[src/rtl/dff_clock_sequencer_pkg.sv]
// rtl/dff_clock_sequencer_pkg.sv - shared constants and state encoding for the T/POR sequencer
package dff_clock_sequencer_pkg;

  // The DFF latch block uses the same pulse count; T-high must outlast it by one U cycle.
  localparam int DFF_PULSE_COUNT = 440;
  localparam int MIN_HIGH_DEF    = DFF_PULSE_COUNT + 1;

  typedef enum logic [1:0] {
    S_POR  = 2'd0,
    S_HALT = 2'd1,
    S_HIGH = 2'd2,
    S_LOW  = 2'd3
  } seq_state_t;

endpackage

[src/rtl/dff_clock_sequencer_phase_timer.sv]
// rtl/dff_clock_sequencer_phase_timer.sv - loadable down-counter marking the last cycle of a phase
module dff_clock_sequencer_phase_timer #(
  parameter int W = 16
) (
  input  logic         U,
  input  logic         RESET,
  input  logic         load,
  input  logic [W-1:0] load_val,
  output logic         zero
);

  logic [W-1:0] count;

  // RESET also loads, so load_val carries the power-on clear length in that cycle.
  always_ff @(posedge U) begin
    if (RESET || load) begin
      count <= load_val;
    end else if (count != '0) begin
      count <= count - 1'b1;
    end
  end

  // High in the cycle whose closing edge takes the count to 0.
  assign zero = (count <= W'(1));

endmodule

[src/rtl/dff_clock_sequencer.sv]
// rtl/dff_clock_sequencer.sv - emulated CPU clock T plus power-on clear/preset for the DFF array
module dff_clock_sequencer
  import dff_clock_sequencer_pkg::*;
#(
  parameter int HPW      = 16,
  parameter int PORW     = 8,
  parameter int CYCW     = 32,
  parameter int MIN_HIGH = MIN_HIGH_DEF
) (
  input  logic            U,
  input  logic            RESET,
  input  logic            run,
  input  logic            step_req,
  input  logic [HPW-1:0]  half_period,
  input  logic [PORW-1:0] por_len,
  output logic            T,
  output logic            _PC,
  output logic            _PS,
  output logic            busy,
  output logic            step_ack,
  output logic [CYCW-1:0] cycle_count
);

  localparam int TW = (HPW > PORW) ? HPW : PORW;
  localparam logic [TW-1:0] MIN_HIGH_T = TW'(MIN_HIGH);
  localparam logic [TW-1:0] ONE_T      = TW'(1);

  seq_state_t    state;
  logic          step_flag;
  logic          load;
  logic          zero;
  logic [TW-1:0] hp_ext;
  logic [TW-1:0] por_ext;
  logic [TW-1:0] high_len;
  logic [TW-1:0] low_len;
  logic [TW-1:0] load_val;

  // Phase lengths are captured by the timer load on phase entry only.
  always_comb begin
    hp_ext   = TW'(half_period);
    por_ext  = TW'(por_len);
    high_len = (hp_ext > MIN_HIGH_T) ? hp_ext : MIN_HIGH_T;
    low_len  = (hp_ext > ONE_T) ? hp_ext : ONE_T;
    load     = 1'b0;
    load_val = low_len;
    if (RESET) begin
      load_val = (por_ext > ONE_T) ? por_ext : ONE_T;
    end else begin
      case (state)
        S_HALT: if (run || step_req) begin
          load     = 1'b1;
          load_val = high_len;
        end
        S_HIGH: if (zero) begin
          load     = 1'b1;
          load_val = low_len;
        end
        S_LOW: if (zero && run && !step_flag) begin
          load     = 1'b1;
          load_val = high_len;
        end
        default: ;
      endcase
    end
  end

  dff_clock_sequencer_phase_timer #(.W(TW)) u_timer (
    .U        (U),
    .RESET    (RESET),
    .load     (load),
    .load_val (load_val),
    .zero     (zero)
  );

  always_ff @(posedge U) begin
    if (RESET) begin
      state       <= S_POR;
      T           <= 1'b0;
      _PC         <= 1'b0;
      step_ack    <= 1'b0;
      step_flag   <= 1'b0;
      cycle_count <= '0;
    end else begin
      step_ack <= 1'b0;
      case (state)
        S_POR: if (zero) begin
          _PC   <= 1'b1;
          state <= S_HALT;
        end
        S_HALT: if (run || step_req) begin
          T           <= 1'b1;
          state       <= S_HIGH;
          cycle_count <= cycle_count + 1'b1;
          step_flag   <= !run;
        end
        S_HIGH: if (zero) begin
          T     <= 1'b0;
          state <= S_LOW;
        end
        S_LOW: if (zero) begin
          // A stepped cycle always halts, even if run rose meanwhile.
          if (run && !step_flag) begin
            T           <= 1'b1;
            state       <= S_HIGH;
            cycle_count <= cycle_count + 1'b1;
          end else begin
            state     <= S_HALT;
            step_ack  <= step_flag;
            step_flag <= 1'b0;
          end
        end
        default: state <= S_POR;
      endcase
    end
  end

  assign _PS  = 1'b1;
  assign busy = (state != S_HALT);

endmodule
[config.mk]
export PLATFORM = sky130hd
export DESIGN_NAME = dff_clock_sequencer
export DESIGN_NICKNAME = d
export VERILOG_FILES = /design/src/rtl/dff_clock_sequencer_pkg.sv /design/src/rtl/dff_clock_sequencer_phase_timer.sv /design/src/rtl/dff_clock_sequencer.sv
export SDC_FILE = /design/constraint.sdc
export NUM_CORES = 1
export LEC_CHECK = 0
export ABC_AREA = 0
export CELL_PAD_IN_SITES_DETAIL_PLACEMENT = 1
export CELL_PAD_IN_SITES_GLOBAL_PLACEMENT = 1
export CORE_ASPECT_RATIO = 0.9
export CORE_MARGIN = 1.5
export CORE_UTILIZATION = 30
export CTS_CLUSTER_DIAMETER = 120
export DETAILED_ROUTE_END_ITERATION = 8
export GPL_ROUTABILITY_DRIVEN = 0
export PLACE_DENSITY = 0.75
export SLEW_MARGIN = 20
export SYNTH_ARGS = -nofsm -noshare
export SYNTH_HDL_FRONTEND = slang
export SYNTH_HIERARCHICAL = 1
export SYNTH_SLANG_ARGS = --single-unit
[constraint.sdc]
create_clock -name U -period 4.6 [get_ports U]
set_input_delay 1.38 -clock U [delete_from_list [all_inputs] [get_ports U]]
set_output_delay 1.38 -clock U [all_outputs]
set_load 0.05 [all_outputs]
==> reports/qor.txt, run 1 <==
TritonCTS clock tree -> yes
Final nets -> 452
Final ANT Viol Nets -> 0
Net Count, Synth -> 399
Setup Buffers After CTS -> 0
Core Box Area -> 0.0104 sq mm
WL final -> 9.05 mm
Flop2flop setup slack -> 1110 ps
Number of global-route vias before repair -> 3084
P&R area growth vs syn -> 25.1%
Clk sinks -> 54
Setup crit end kind -> flip-flop
Ratio of final minimum period to clock period -> 80.5%
GRT Residual Overflow -> 0
Die width -> 113 um
Setup TNS -> 0 ps
Placed inst area -> 0.00393 sq mm
RSZ-0062 raised after global routing -> false
Fin crit period -> 3710 ps
Synth top area cells -> dfxtp_1, edfxtp_1, nor2_1
Critical path origin -> run
Max Buffers Root-to-Sink -> 2
VDD IR max -> 0.000118 V
Cell Chain, Critical Path -> clkdlybuf4s50_1, and3b_1, o21ai_1, a21oi_1, nor2_1, nand4_1
Relative slew slack -> 35.3%
Seq/Total Area, Yosys -> 38.2%
Upper clock frequency limit -> 0.270 GHz
1st-iter DRT viols -> 116
DRC -> 0
Commonest cells in the netlist -> nor2_1, dfxtp_1, a21oi_1
Worst path slowest cell -> nand4_1
Clk root buf -> clkbuf_16
H-Tree Depth -> 2
Pin count of the biggest net entering global routing -> 43
Yosys warning count -> 6
Resized Gates After CTS -> 0
Starting Density -> 31.3%
Hold Buf Count CTS -> 0
Power Total -> 1.02 mW
Status -> complete, no violations
Yosys cell types -> 58
WL/cell -> 16.4 um
Reg2reg end -> u_timer/count[13]$_DFFE_PP_
Fin. max-slew vios -> 0
Layout cell share with drive strength beyond 1 -> 9.72%
Clock Skews -> 8.85 ps
Port buffer count -> 63
Slowest Stage Delay on Critical Path -> 760 ps
Worst-Margin Slew -> 968 ps
Area leader, netlist -> dfxtp_1
Crit start category -> input port
Required @ worst endpoint -> 4340 ps
Power per cell area -> 251 mW/mm^2
Antenna diodes -> 0
Reg2Reg Depth -> 9
Post-synthesis cell count -> 368
EDFF count, synth -> 16
DP HPWL -> 6.61 mm
Ports -> 65
Yosys top cell area share -> 23.4%
Total vias in the final route -> 3019
Via/cell ratio -> 5.48
Post-synth ARST share -> 0%
Die height -> 102 um
First-pass detailed-route iteration total -> 4
Post-Syn Area -> 0.00325 sq mm
Die area -> 0.0115 sq mm
Count leader, synth -> nor2_1
WP data arrival -> 3450 ps
Max Cap Violations -> 0
Clk slew on worst S/H paths -> 70 ps
Post-layout util -> 39.2%
Global-route wire length before repair -> 15.1 mm
Clk_lat worst skew -> 300 ps
CTS buffer count -> 5
Final Hold Fails -> 0
Crit path to -> u_timer/count[13]$_DFFE_PP_
Number of synthesized register bits -> 54
Worst Setup Path Type -> input port to flip-flop
Initial antenna violation count -> 0
Main synth FF type -> dfxtp_1
Largest fanout on the critical path -> 16
Number of endpoints failing setup at the final stage -> 0
Std-Cell Rows -> 35
Avg Inst Size Synth -> 8.83 sq um
Design area -> 0.00407 sq mm
GRT Overall Usage -> 16.2%
Leak -> 1.32 nW
Reg2reg start -> u_timer/count[8]$_DFFE_PP_
Worst hold path type -> flip-flop to flip-flop
-- through the flow --
stage / setup WS, ps / hold slack, ps / instances
2_1_floorplan: 1050 / 444 / 368
3_3_place_gp: 716 / 452 / 543
3_5_place_dp: 603 / 466 / 543
4_1_cts: 877 / 482 / 551
5_1_grt: 633 / 503 / 551
6_report: 895 / 471 / 551
-- critical path, delay by kind of cell --
kind,cells,cell delay [ps]
compound gates,2,320
buf+inv,1,490
simple gates,3,1240
-- sequential cells by signal, summed over array words and instances, names as in the netlist --
register	flops
cycle_count	32
step_ack	1
state	2
u_timer/count	16
step_flag	1
T	1
_PC	1
-- layer usage --
metal	track usage, %	vias to the layer above	wire [um]
li1	-	1456	-
met1	21.3	1482	4370
met2	27.5	61	4210
met3	2.39	20	274
met4	5.45	0	194
met5	0	-	0
-- cells in the final DEF, fill, tap and decap left out, types with 4 or more instances in the layout --
cell type        instances
inv_1                   12
nor3_1                  13
or4_1                   12
xnor2_1                  7
dfxtp_1                 38
a31oi_1                  4
o21ai_0                  6
and3_1                   4
nand3_1                 14
nand4_1                  8
o31ai_1                 10
nand2_1                 21
edfxtp_1                16
nor4_1                   7
nor2_1                  49
mux2_2                  12
or3_1                    4
a21oi_1                 36
nor2b_1                 17
clkdlybuf4s50_1         62
clkbuf_16                5
xor2_1                  11
and4_1                   4
-- area by class of cell --
class,count,area [sq um]
inverter,12,45.0
clock buffer,6,129
multi-input combinational,282,1830
tap,129,161
timing repair buffer,66,648
sequential,54,1240
clock inverter,2,8.76
fill,1203,6310
-- where the power goes --
group,internal (mW),switching [mW],leakage [nW],total (mW)
clock network,0.200,0.174,0.0683,0.374
logic,0.0529,0.0572,0.778,0.110
registers,0.510,0.0260,0.475,0.536
total,0.763,0.257,1.32,1.02
-- how the worst min path moves through the flow --
stage | start | to | slack [ps] | depth (start not counted)
after floorplan | step_flag$_SDFFE_PP0P_ | step_ack$_SDFF_PP0_ | 440 | 2
after global placement | _PC$_SDFFE_PP0P_ | _PC$_SDFFE_PP0P_ | 450 | 2
after detailed placement | _PC$_SDFFE_PP0P_ | _PC$_SDFFE_PP0P_ | 470 | 2
after CTS | _PC$_SDFFE_PP0P_ | _PC$_SDFFE_PP0P_ | 480 | 2
after global routing | step_flag$_SDFFE_PP0P_ | step_ack$_SDFF_PP0_ | 500 | 2
final | _PC$_SDFFE_PP0P_ | _PC$_SDFFE_PP0P_ | 470 | 2
-- cell families after synthesis --
logic type / count (synthesis) / share of synthesized area, %
buf+inv: 32 / 5.39
mux: 12 / 4.16
other cells: 1 / 0.115
xor+xnor: 18 / 4.85
simple gates: 174 / 31.0
flops: 54 / 38.2
fa+ha+maj: 3 / 1.16
compound gates: 74 / 15.1
Power figures use the tool's default switching activity.
==> inputs of run 2 (changes only) <==
==> constraint.sdc (replaced) <==
create_clock -name U -period 3.8 [get_ports U]
set_input_delay 1.14 -clock U [delete_from_list [all_inputs] [get_ports U]]
set_output_delay 1.14 -clock U [all_outputs]
set_load 0.05 [all_outputs]
==> reports/qor.txt, run 2 (synthesis gave the netlist of run 1 again) <==
Clk_lat worst skew -> 290 ps (about the same)
DRC -> 0 (unchanged)
Commonest non-fill, non-tap cell in the layout -> clkdlybuf4s50_1
Worst Setup Path Type -> flip-flop to flip-flop
Sw Share -> 24.5% (-0.70 points)
Worst hold path type -> flip-flop to flip-flop
Post-layout util -> 39.6% (+0.39 points)
Fillers -> 1206 (+0.25%)
Antenna diodes -> 0 (unchanged)
Final non-filler cell total -> 555 (+0.73%)
Psw -> 307 uW (+19%)
Fin crit period -> 3250 ps
DP HPWL -> 6.44 mm (-2.5%)
Met3 Use GR -> 1.97% (-0.42 points)
H-Tree Depth -> 2 (unchanged)
Hold Buf Count CTS -> 0 (unchanged)
Number of endpoints failing setup at the final stage -> 0 (unchanged)
Int Power -> 945 uW (+24%)
Std-Cell Rows -> 35 (unchanged)
Total vias in the final route -> 2975 (-1.5%)
Clk root buf -> clkbuf_16
Biggest regs -> cycle_count (32), u_timer/count (16), state (2)
Clock share of power -> 37.5% (+0.9 points)
Starting Density -> 31.3% (unchanged)
Resized Gates After CTS -> 0 (unchanged)
Largest fanout on the critical path -> 12 (-4)
Global-route wire length before repair -> 14.4 mm (-4.6%)
Leak -> 1.35 nW (+1.9%)
Routing usage on met1 -> 21.7% (+0.36 points)
Initial antenna violation count -> 0 (unchanged)
Placed insts -> 547 (+0.74%)
Sequential share of power -> 51.8% (-0.8 points)
Area of the multi-input gates -> 0.00183 sq mm (unchanged)
Pin count of the biggest net entering global routing -> 39 (-9.3%)
RSZ-0062 raised after global routing -> false
First-pass detailed-route iteration total -> 4 (unchanged)
Setup TNS -> 0 ps (unchanged)
Ratio of final minimum period to clock period -> 85.5%
Met2 usage -> 24.7% (-2.8 points)
Fin. max-slew vios -> 0 (unchanged)
Required @ worst endpoint -> 3790 ps (-550 ps)
Upper clock frequency limit -> 0.308 GHz
WL/cell -> 15.5 um (-5.4%)
Power per cell area -> 305 mW/mm^2 (+21%)
Relative slew slack -> 50.2% (+15 points)
WL final -> 8.62 mm (-4.7%)
Die width -> 113 um (unchanged)
Clk slew on worst S/H paths -> 70 ps (about the same)
Ports -> 65 (unchanged)
Setup crit end kind -> flip-flop
Clock Skews -> 5.64 ps (-3.22 ps)
GRT Overall Usage -> 15.3% (-0.87 points)
Crit start category -> flip-flop
Worst-Margin Slew -> 748 ps (-220 ps)
Register area -> 0.00124 sq mm (unchanged)
Die height -> 102 um (unchanged)
Die area -> 0.0115 sq mm (unchanged)
WP data arrival -> 3240 ps (-210 ps)
Status -> complete, no violations
GRT Residual Overflow -> 0 (unchanged)
CTS buffer count -> 5 (unchanged)
Combinational fraction of design power -> 10.6% (-0.2 points)
Via/cell ratio -> 5.36 (-2.2%)
Top reg by flops -> cycle_count
Commonest cells after routing, fill and taps aside -> clkdlybuf4s50_1, nor2_1, dfxtp_1
Max reg flops -> 32 (unchanged)
VDD IR max -> 0.000147 V (+25%)
Final ANT Viol Nets -> 0 (unchanged)
Number of global-route vias before repair -> 2953 (-4.2%)
TritonCTS clock tree -> yes
Layout cell share with drive strength beyond 1 -> 10.8% (+1.1 points)
1st-iter DRT viols -> 132 (+14%)
Placed inst area -> 0.00396 sq mm (+0.76%)
Max Cap Violations -> 0 (unchanged)
Core Box Area -> 0.0104 sq mm (unchanged)
Design area -> 0.00411 sq mm (+0.98%)
Final nets -> 456 (+0.88%)
Setup Buffers After CTS -> 0 (unchanged)
Final Hold Fails -> 0 (unchanged)
Busiest grt layer -> met2
Max Buffers Root-to-Sink -> 2 (unchanged)
P&R area growth vs syn -> 26.4%
Port buffer count -> 63 (unchanged)
Clk sinks -> 54 (unchanged)
==> run 2: cell type report <==
| cell class | count | area share (%) |
|---|---|---|
| Clock buffer | 7 | 3.47 |
| Clock inverter | 1 | 0.122 |
| Inverter | 12 | 1.10 |
| Multi-Input combinational cell | 282 | 44.6 |
| Sequential cell | 54 | 30.2 |
| Tap cell | 129 | 3.93 |
| Timing Repair Buffer | 70 | 16.5 |
==> run 2: power by group through the flow <==
stage	Sequential [mW]	Combinational, mW	Clock (mW)
floorplan	0.651	0.0874	0
global placement	0.658	0.130	0
detailed placement	0.661	0.133	0
CTS	0.648	0.134	0.483
global route	0.653	0.146	0.505
finish	0.649	0.133	0.470
==> run 2: critical path: stages (launching register included) <==
cell and delay [ps]:
edfxtp_1 460, nor4_2 450, nand2_1 180, nor3_1 220, and3_2 300, and3b_1 400
o21ai_1 140, a21oi_1 220, nor2_1 90, nand4_1 210, buf_4 270
==> run 2: metal layers <==
layer  part of all wire, %  vias up
met5                     0        -
met4                   1.3        0
met3                   3.5       10
met2                    45       63
met1                    50     1448
li1                      -     1454
==> run 2: final timing paths <==
check                        startpoint                    endpoint  slack, ps  cells after the start
min                    _PC$_SDFFE_PP0P_            _PC$_SDFFE_PP0P_        480                      2
max reg2reg  u_timer/count[8]$_DFFE_PP_  u_timer/count[5]$_DFFE_PP_        550                     10
max          u_timer/count[8]$_DFFE_PP_  u_timer/count[5]$_DFFE_PP_        550                     10
min reg2reg            _PC$_SDFFE_PP0P_            _PC$_SDFFE_PP0P_        480                      2
==> run 2: stage by stage <==
| step | setup slack [ps] | power, mW | hold WS, ps |
|---|---|---|---|
| finish | 552 | 1.25 | 485 |
| global route | 254 | 1.30 | 527 |
| CTS | 501 | 1.27 | 501 |
| detailed placement | 308 | 0.794 | 484 |
| global placement | 417 | 0.788 | 455 |
| floorplan | 493 | 0.738 | 444 |
==> inputs of run 3 (changes only) <==
--- a/config.mk
+++ b/config.mk
@@ -11,6 +11,7 @@
 export CORE_ASPECT_RATIO = 0.9
 export CORE_MARGIN = 1.5
 export CORE_UTILIZATION = 30
+export CTS_BUF_LIST = sky130_fd_sc_hd__clkbuf_16
 export CTS_CLUSTER_DIAMETER = 120
 export DETAILED_ROUTE_END_ITERATION = 8
 export GPL_ROUTABILITY_DRIVEN = 0
==> reports/qor.txt, run 3 (synthesis gave the netlist of run 1 again) <==
Number of endpoints failing setup at the final stage -> 0 (unchanged)
Std-Cell Rows -> 35 (unchanged)
Max reg flops -> 32 (unchanged)
Clock Skews -> 8.07 ps (+2.43 ps)
DRC -> 0 (unchanged)
Reg2reg start -> u_timer/count[8]$_DFFE_PP_
WP data arrival -> 3420 ps (+180 ps)
Max Buffers Root-to-Sink -> 2 (unchanged)
Resized Gates After CTS -> 0 (unchanged)
Ports -> 65 (unchanged)
Final nets -> 456 (unchanged)
Flop2flop setup slack -> 560 ps (about the same)
Worst path slowest cell -> edfxtp_1
Worst Setup Path Type -> flip-flop to flip-flop
Pin count of the biggest net entering global routing -> 39 (unchanged)
Core Box Area -> 0.0104 sq mm (unchanged)
Ratio of final minimum period to clock period -> 85.4% (-0.090 points)
Antenna diodes -> 0 (unchanged)
Clk sinks -> 54 (unchanged)
Hold Buf Count CTS -> 0 (unchanged)
Layout cell share with drive strength beyond 1 -> 10.6% (-0.23 points)
First-pass detailed-route iteration total -> 4 (unchanged)
Met3 wire len -> 272 um (-9.9%)
VDD IR max -> 0.000147 V (about the same)
Clk_lat worst skew -> 290 ps (about the same)
TritonCTS clock tree -> yes
Routed length on met1 -> 4.37 mm (+0.32%)
Worst-Margin Slew -> 747 ps (-0.283 ps)
Final ANT Viol Nets -> 0 (unchanged)
Fin crit period -> 3240 ps (-3.42 ps)
P&R area growth vs syn -> 26.1%
Crit start category -> flip-flop
Uppermost layer routed -> met4
1st-iter DRT viols -> 140 (+6.1%)
Relative slew slack -> 50.2% (about the same)
Final non-filler cell total -> 555 (unchanged)
Reg2Reg Depth -> 8 (-2)
Starting Density -> 31.3% (unchanged)
Fin. max-slew vios -> 0 (unchanged)
Total vias in the final route -> 2971 (-0.13%)
Post-layout util -> 39.5% (-0.096 points)
Die width -> 113 um (unchanged)
Power per cell area -> 299 mW/mm^2 (-1.8%)
Final Hold Fails -> 0 (unchanged)
WL final -> 8.60 mm (-0.27%)
Setup crit end kind -> flip-flop
Die height -> 102 um (unchanged)
Commonest non-fill, non-tap cell in the layout -> clkdlybuf4s50_1
Initial antenna violation count -> 0 (unchanged)
Die area -> 0.0115 sq mm (unchanged)
Setup TNS -> 0 ps (unchanged)
Top reg by flops -> cycle_count
Leak -> 1.35 nW (-0.11%)
RSZ-0062 raised after global routing -> false
Setup Buffers After CTS -> 0 (unchanged)
Crit path to -> cycle_count[31]$_SDFFE_PP0P_
Status -> complete, no violations
Global-route wire length before repair -> 14.4 mm (about the same)
Upper clock frequency limit -> 0.308 GHz (+0.11%)
Slowest Stage Delay on Critical Path -> 460 ps (about the same)
WL/cell -> 15.5 um (-0.27%)
DR WL met2 -> 3.85 mm (-0.18%)
Delay-heaviest family, CP -> simple AND/OR/NAND/NOR gates
Crit path depth -> 8 (-2)
Critical path origin -> u_timer/count[8]$_DFFE_PP_
GRT Overall Usage -> 15.3% (unchanged)
Required @ worst endpoint -> 3980 ps (+190 ps)
H-Tree Depth -> 2 (unchanged)
Via/cell ratio -> 5.35 (-0.13%)
Largest fanout on the critical path -> 13 (+1)
Port buffer count -> 63 (unchanged)
Cell Chain, Critical Path -> nor4_2, nand2_1, nor3_1, and3_2, and3b_1, o2111ai_4, nor4_1, mux2_2
CP bufs+invs -> 0 (-1)
DP HPWL -> 6.44 mm (unchanged)
GRT Residual Overflow -> 0 (unchanged)
Max Cap Violations -> 0 (unchanged)
Reg2reg end -> cycle_count[31]$_SDFFE_PP0P_
Clk root buf -> clkbuf_16
Worst hold path type -> flip-flop to flip-flop
CTS buffer count -> 5 (unchanged)
Hold Path Depth -> 2 (unchanged)
Placed insts -> 547 (unchanged)
Commonest cells after routing, fill and taps aside -> clkdlybuf4s50_1, nor2_1, dfxtp_1
Biggest regs -> cycle_count (32), u_timer/count (16), state (2)
Number of global-route vias before repair -> 2947 (-0.20%)
Clk slew on worst S/H paths -> 70 ps (about the same)
==> run 3: tightest hold or removal path, stage by stage, from the launching register on <==
cell	delay, ps
dfxtp_1	340
a31oi_1	40
nor2_1	70
==> run 3: routing by layer <==
metal  global-route usage, %  vias up
li1                        -     1453
met2                    24.6       60
met4                    4.28        0
met1                    21.7     1448
met5                       0        -
met3                    1.97       10
==> run 3: worst min-delay path by stage <==
stage,from,endpoint,slack (ps)
global route,step_flag$_SDFFE_PP0P_,step_ack$_SDFF_PP0_,530
detailed placement,_PC$_SDFFE_PP0P_,_PC$_SDFFE_PP0P_,480
CTS,_PC$_SDFFE_PP0P_,_PC$_SDFFE_PP0P_,500
floorplan,step_flag$_SDFFE_PP0P_,step_ack$_SDFF_PP0_,440
global placement,_PC$_SDFFE_PP0P_,_PC$_SDFFE_PP0P_,450
finish,_PC$_SDFFE_PP0P_,_PC$_SDFFE_PP0P_,490
==> run 3: area by class of cell <==
type | instances | area, sq um
clock inverters | 3 | 12.5
flip-flops and latches | 54 | 1240
multi-input cells | 282 | 1830
clock buffers | 5 | 125
inverters | 12 | 45.0
fillers | 1205 | 6280
repair buffers | 70 | 678
well taps | 129 | 161
==> run 3: through the flow <==
stage               hold WS [ps]  area [sq um]  total power [mW]  worst slack [ps]
global placement             455          3960             0.788               417
floorplan                    444          3250             0.738               493
global route                 527          4100              1.28               254
finish                       485          4100              1.23               555
CTS                          501          4100              1.24               501
detailed placement           484          3960             0.794               308
==> run 3: power breakdown <==
part           total (mW)  switching, mW  leakage, nW  internal (mW)
sequential          0.649         0.0309        0.475          0.618
combinational       0.133         0.0678        0.798         0.0650
clock               0.444          0.205       0.0724          0.239
